File: config.mk
export PLATFORM = sky130hd
export DESIGN_NAME = branch_predictor
export DESIGN_NICKNAME = d
export VERILOG_FILES = /design/src/rtl/cpu_types_pkg.sv /design/src/rtl/branch_predictor_sat_counter2.sv /design/src/rtl/branch_predictor.sv
export SDC_FILE = /design/constraint.sdc
export NUM_CORES = 1
export LEC_CHECK = 0
export CORE_ASPECT_RATIO = 0.6
export CORE_MARGIN = 8
export CORE_UTILIZATION = 59
export DETAILED_ROUTE_END_ITERATION = 7
export GPL_ROUTABILITY_DRIVEN = 0
export MAX_ROUTING_LAYER = met4
export PLACE_DENSITY = 0.74
export SLEW_MARGIN = 15
export SYNTH_ARGS = -nofsm -noshare
export SYNTH_HDL_FRONTEND = slang
export SYNTH_HIERARCHICAL = 1
export SYNTH_SLANG_ARGS = --single-unit
File: constraint.sdc
create_clock -name CLK -period 10.7 [get_ports CLK]
set_input_delay 2.14 -clock CLK [delete_from_list [all_inputs] [get_ports CLK]]
set_output_delay 2.14 -clock CLK [all_outputs]
set_load 0.03 [all_outputs]
File: src/rtl/cpu_types_pkg.sv
// Shared CPU datapath types plus the branch target buffer entry layout.
// Latency: n/a (types and constants only).
// Backpressure: n/a.
package cpu_types_pkg;

   typedef logic [31:0] word_t;

   // Tag field sized for the smallest legal table (2 entries -> PC[31:3]).
   // Larger tables store their shorter tag zero-extended into this field.
   localparam int BTB_TAG_W = 29;

   // 2-bit direction counter states
   localparam logic [1:0] SNT = 2'd0;   // strongly not-taken
   localparam logic [1:0] WNT = 2'd1;   // weakly not-taken
   localparam logic [1:0] WT  = 2'd2;   // weakly taken
   localparam logic [1:0] ST  = 2'd3;   // strongly taken

   typedef struct packed {
      logic                 valid;
      logic [BTB_TAG_W-1:0] tag;
      word_t                target;
      logic [1:0]           ctr;
   } btb_entry_t;

endpackage

File: src/rtl/branch_predictor_sat_counter2.sv
// 2-bit saturating direction counter next-state function.
// Latency: combinational.
// Backpressure: none.
module sat_counter2
   import cpu_types_pkg::*;
(
   input  logic [1:0] ctr,
   input  logic       taken,
   output logic [1:0] ctr_next
);

   // Step towards ST on taken, towards SNT on not-taken, clamping at the ends
   always_comb begin
      ctr_next = ctr;
      if (taken) begin
         if (ctr != ST) ctr_next = ctr + 2'd1;
      end else begin
         if (ctr != SNT) ctr_next = ctr - 2'd1;
      end
   end

endmodule

File: src/rtl/branch_predictor.sv
// Next-PC generator: direct-mapped BTB with 2-bit counters, mispredict redirect, perf counters.
// Latency: prediction combinational from fetch_PC; training visible to lookups the next cycle.
// Backpressure: none; a stalled PC simply ignores next_PC and lookups have no side effects.
module branch_predictor
   import cpu_types_pkg::*;
#(
   parameter int BTB_ENTRIES = 16
)
(
   input  logic        CLK,
   input  logic        RST,
   input  logic [31:0] fetch_PC,
   input  logic [31:0] PC4,
   input  logic        mispredict,
   input  logic [31:0] correct_PC,
   input  logic        upd_valid,
   input  logic [31:0] upd_PC,
   input  logic        upd_taken,
   input  logic [31:0] upd_target,
   output logic [31:0] next_PC,
   output logic        pred_taken,
   output logic [31:0] br_count,
   output logic [31:0] mp_count
);

   localparam int IDX_W = $clog2(BTB_ENTRIES);
   localparam int TAG_W = 30 - IDX_W;

   btb_entry_t btb [BTB_ENTRIES];

   logic [IDX_W-1:0]     fetch_idx;
   logic [BTB_TAG_W-1:0] fetch_tag;
   btb_entry_t           fetch_entry;
   logic                 fetch_hit;

   logic [IDX_W-1:0]     upd_idx;
   logic [BTB_TAG_W-1:0] upd_tag;
   btb_entry_t           upd_entry;
   logic                 upd_hit;
   logic [1:0]           upd_ctr_next;

   logic                 wr_en;
   btb_entry_t           wr_entry;

   // Word-alignment bits never take part in indexing or tagging
   logic unused_pc_bits;
   assign unused_pc_bits = ^{fetch_PC[1:0], upd_PC[1:0]};

   // Lookup: split fetch_PC into index/tag and read the entry it maps to
   always_comb begin
      fetch_idx                = fetch_PC[IDX_W+1:2];
      fetch_tag                = '0;
      fetch_tag[TAG_W-1:0]     = fetch_PC[31:IDX_W+2];
      fetch_entry              = btb[fetch_idx];
      fetch_hit                = fetch_entry.valid && (fetch_entry.tag == fetch_tag);
   end

   // Prediction and next-PC select; reset forces a plain sequential fetch
   always_comb begin
      pred_taken = 1'b0;
      next_PC    = PC4;
      if (!RST) begin
         pred_taken = fetch_hit && fetch_entry.ctr[1];
         if (mispredict)      next_PC = correct_PC;
         else if (pred_taken) next_PC = fetch_entry.target;
      end
   end

   // Training side: read the entry addressed by the resolved branch
   always_comb begin
      upd_idx              = upd_PC[IDX_W+1:2];
      upd_tag              = '0;
      upd_tag[TAG_W-1:0]   = upd_PC[31:IDX_W+2];
      upd_entry            = btb[upd_idx];
      upd_hit              = upd_entry.valid && (upd_entry.tag == upd_tag);
   end

   sat_counter2 u_ctr (
      .ctr      (upd_entry.ctr),
      .taken    (upd_taken),
      .ctr_next (upd_ctr_next)
   );

   // Build the single write: counter step on hit, allocate on taken miss, nothing on not-taken miss
   always_comb begin
      wr_en    = 1'b0;
      wr_entry = upd_entry;
      if (upd_valid) begin
         if (upd_hit) begin
            wr_en        = 1'b1;
            wr_entry.ctr = upd_ctr_next;
            if (upd_taken) wr_entry.target = upd_target;
         end else if (upd_taken) begin
            wr_en           = 1'b1;
            wr_entry.valid  = 1'b1;
            wr_entry.tag    = upd_tag;
            wr_entry.target = upd_target;
            wr_entry.ctr    = WT;
         end
      end
   end

   // Table state: reset invalidates everything and parks counters at weakly not-taken
   always_ff @(posedge CLK) begin
      if (RST) begin
         for (int i = 0; i < BTB_ENTRIES; i++) begin
            btb[i].valid <= 1'b0;
            btb[i].ctr   <= WNT;
         end
      end else if (wr_en) begin
         btb[upd_idx] <= wr_entry;
      end
   end

   // Performance counters, saturating; a redirect without a resolution report is not counted
   always_ff @(posedge CLK) begin
      if (RST) begin
         br_count <= '0;
         mp_count <= '0;
      end else if (upd_valid) begin
         if (br_count != 32'hFFFF_FFFF) br_count <= br_count + 32'd1;
         if (mispredict && (mp_count != 32'hFFFF_FFFF)) mp_count <= mp_count + 32'd1;
      end
   end

endmodule

==> flow_results.org <==
** Power and ir drop
- In this run, the combinational gates consume 10.5% of the power.
- For this design the ratio of total power to cell area is 155 nW/um^2.
- Internal Pwr Total :: 7.16 mW
- Sequential cells burn 50.9% of the power.
- VDD IR-drop max :: 0.131 mV
- Overall power consumption after layout is estimated at 9.37 mW.
- For this design the static power due to leakage is 19.2 nW.
- In this run the power spent charging and discharging nets is 2.22 mW.
- The share of total power dissipated in the clock network is approximately two fifths.
- Fraction of power spent switching nets :: 23.7%

** Synth
- By count the netlist is led by sky130_fd_sc_hd__edfxtp_1 (1024), sky130_fd_sc_hd__mux4_2 (500), sky130_fd_sc_hd__mux2i_1 (205).
- Counting flops with an async set or reset pin after synthesis yields a share of 0%.
- Sequential share of the synthesized area :: roughly 60%
- Synthesis inferred 1088 register bits.
- The number of nets in the synthesized netlist is 3207.
- Number of library cell types mapped by synthesis :: between 70 and 80
- By area the synthesized netlist is led by sky130_fd_sc_hd__edfxtp_1 (58%), sky130_fd_sc_hd__mux4_2 (21%), sky130_fd_sc_hd__mux2i_1 (3.9%).
- Among all flip-flop cells after synthesis, the most frequent one is sky130_fd_sc_hd__edfxtp_1.
- Average size of a mapped cell :: 17.5 sq um
- The cell count after synthesis came out at around 3.0k.
- Synth warn :: 6
- Biggest area consumer among synthesized cells :: sky130_fd_sc_hd__edfxtp_1
- Summed instance area of the synthesized netlist :: between 50000 and 60000 sq um
- Yosys mapped a number of flops with a built-in enable equal to just over 1k.
- Among all cell types in the netlist, the one instantiated most often is sky130_fd_sc_hd__edfxtp_1.
- Of the post-synthesis cell area, the dominant cell type holds 57.8%.

** Clock network
- Cell chosen for the clock root :: sky130_fd_sc_hd__clkbuf_16
- Hold-fix buffers at CTS :: 0
- Clock-pin slew on the worst setup and hold paths :: 0.06 ns
- Number of post-CTS setup repair buffers :: 0
- The longest clock path from root to sink contains 3 buffers.
- Number of clock sinks seen by CTS :: 1088
- Total clock buffers created by CTS :: 100
- The H-tree was split into 3 levels.
- Latest clock arrival within the worst-skew pair :: 0.72 ns
- Gates resized during post-CTS repair numbered 0.
- TritonCTS clock tree :: yes

** Worst setup path
- Kind of start point of the critical path :: input port
- CP cell instances :: buf_2 -> clkinv_2 -> mux4_2 -> xnor2_1 -> nand3_1 -> a2111oi_2 -> and2_1 -> buf_4 -> a41oi_1 -> a22oi_1 -> clkdlybuf4s50_1
- The critical path contains buffers and inverters numbering 4 combined.
- Data arrives at the worst endpoint at just over 7 ns.
- Required time of the critical path :: 8.56 ns
- The endpoint identified for the worst register-to-register timing path is btb[0][55]$_DFFE_PP_.
- Of all nets on the critical path, the largest fanout is 32.
- The worst register-to-register path begins at btb[3][35]$_DFFE_PP_.
- Family with the most delay on the worst path :: buffers and inverters
- For flop-to-flop paths, the worst setup slack is 5.27 ns.
- The worst setup path is of the in -> out kind.
- The slowest stage of the critical path belongs to the cell sky130_fd_sc_hd__a2111oi_2.
- The largest single stage delay on the critical path is 0.79 ns.
- Endpoint kind of the worst setup timing path :: output port
- Number of cells traversed by the worst register-to-register path :: 10

** Detailed routing
- The routed layout has 32.7k vias.
- The final layout contains routed wiring with a total length of 152000 um.
- Number of search-and-repair iterations in the first detailed-routing pass :: 6
- Violation count after the first detailed-routing iteration :: approximately 5.1k
- Number of vias per cell after detailed routing :: 7.18
- DRC errors left :: 0
- Post-DRT Antenna Nets :: 0
- After detailed routing, the average wire length per cell comes to 33.4 um.

** Layout
- Of the cells placed in the final design, the portion with a size suffix greater than 1 is 25.3%.
- Final core area utilization :: about two thirds
- After the last flow step, the layout net total stands at 3409.
- Signed area change from the synthesized netlist to the final layout :: 13.4%
- For this run, the number of standard cells in the final layout without fillers is 4550.

** Timing
- Number of max-slew violations in the final report :: 0
- For the pin with the worst max-slew slack, the measured transition is 1.19 ns.
- Setup Skew :: about 0.033 ns
- Timing would allow up to 0.107 GHz.
- Worst-case headroom to the max-slew limit :: 18.4%
- Setup TNS Final :: 0 ns
- Setup repair after global routing left no endpoint under its margin.
- Setup WS post-layout :: 1.34 ns
- The number of endpoints with negative hold slack in the final report came to 0.
- The worst path in the final design needs a cycle of around 9.4 ns, including I/O delays and setup.
- In the finished design, the share of the clock period the worst path needs comes to between 80% and 90%.
- Count of final setup violators :: 0

** Floorplanning
- Once the floorplan was initialized, standard cells occupied 59.4% of the core.
- Pin placement for this block handled about 260 I/O pins.
- Placeable core area :: 89500 sq um
- Floorplan die width :: 404 um
- Measured along the y axis, the die boundary spans 249 um.
- The initialized floorplan defines 85 standard-cell rows.
- Die area :: roughly 100000 sq um

** Job
- Number of violations of the max-capacitance limit :: 0

** GRT
- The via count of the first global-routing pass came to between 30k and 40k.
- The initial antenna violation count is 9.
- In the global route stage, overall resource usage came out at a little under a third.
- Entering global routing, the biggest net connects 96 pins.
- The first global-routing pass estimated 224000 um of wire.
- Overflow left after global routing :: 0

** Worst hold path
- The worst hold path belongs to the class reg -> reg.
- In this run the most critical hold path is launched from br_count[22]$_SDFFE_PP0P_.
- Destination of the worst hold path :: br_count[22]$_SDFFE_PP0P_
- Depth of the worst hold-timing path :: 2

** Placed design
- After legalization and detailed placement, the total HPWL measured 93600 um.
- Port buffering added between 200 and 300 buffers.
- Post-placement setup slack :: 1.39 ns
- Number of placed instances, taps included :: 4358

** Outcome
- Result of the run :: completed
-- cells in the final DEF (no fill, tap or decap), drive strengths merged, types with 56 or more instances in the layout --
cell type and count:
a22oi 87, buf 89, clkbuf 119, clkdlybuf4s50 247, dfxtp 64, edfxtp 1024, mux2 63, mux2i 205
mux4 500, nand2 92, nor2 131, xor2 56
-- registers in the layout, indices dropped and copies added, names as in the netlist --
| name | count |
|---|---|
| mp_count | 32 |
| btb | 1024 |
| br_count | 32 |
-- stage by stage --
stage,hold WS (ns),area (sq um)
after floorplan,0.617,53200
after global placement,0.474,57000
after detailed placement,0.492,57000
after CTS,0.502,60300
after global routing,0.521,60300
final,0.501,60300
-- worst min-delay path: stages, from the launching register on --
cell and delay, ns:
sky130_fd_sc_hd__dfxtp_1 0.32, sky130_fd_sc_hd__o21ai_0 0.07, sky130_fd_sc_hd__a21oi_1 0.06
-- how the worst max path moves through the flow --
stage | start | end | slack [ns] | depth (start not counted)
after floorplan | upd_PC[4] | btb[0][10]$_DFFE_PP_ | 3.06 | 11
after global placement | fetch_PC[5] | next_PC[10] | 1.40 | 11
after detailed placement | fetch_PC[5] | next_PC[16] | 1.39 | 11
after CTS | fetch_PC[5] | next_PC[10] | 1.37 | 11
after global routing | fetch_PC[2] | next_PC[16] | 1.09 | 12
final | fetch_PC[5] | next_PC[16] | 1.34 | 11
-- layout make-up --
class / instances / area, sq um
repair buffers: 337 / 3260
multi-input cells: 1686 / 20100
flip-flops and latches: 1088 / 32000
clock inverters: 67 / 674
clock buffers: 118 / 2570
diodes: 7 / 17.5
inverters: 29 / 110
well taps: 1218 / 1520
fillers: 5868 / 29200
-- kinds of logic (layout without fill, tap and decap cells) --
group                      count (synthesis)  count (layout)  synth area share [%]
DFF                                     1088            1088                  60.2
muxes                                    768             768                  26.4
and+or+nand+nor                          464             464                  4.52
AOI/OAI and AO/OA                        346             346                  4.78
buffers and inverters                    266             551                  2.31
xor gates and xnor gates                 104             104                  1.71
adders and majority gates                  4               4                0.0894
other                                      0               7                     0
-- power by group through the flow --
stage	clock, mW	sequential [mW]	combinational [mW]
floorplan	0	4.86	0.630
global placement	0	4.86	0.938
detailed placement	0	4.87	0.967
CTS	3.64	4.78	0.973
global route	3.79	4.78	1.04
finish	3.61	4.78	0.988
-- layer usage --
metal  track usage [%]  vias up  wire, um
li1                  -    13201         -
met1              44.3    16785     58600
met2              44.5     2420     69900
met3              7.94      263     20300
met4              7.23        0      3160
met5                 -        -         0
No activity file was read; power rests on OpenSTA's default activity.
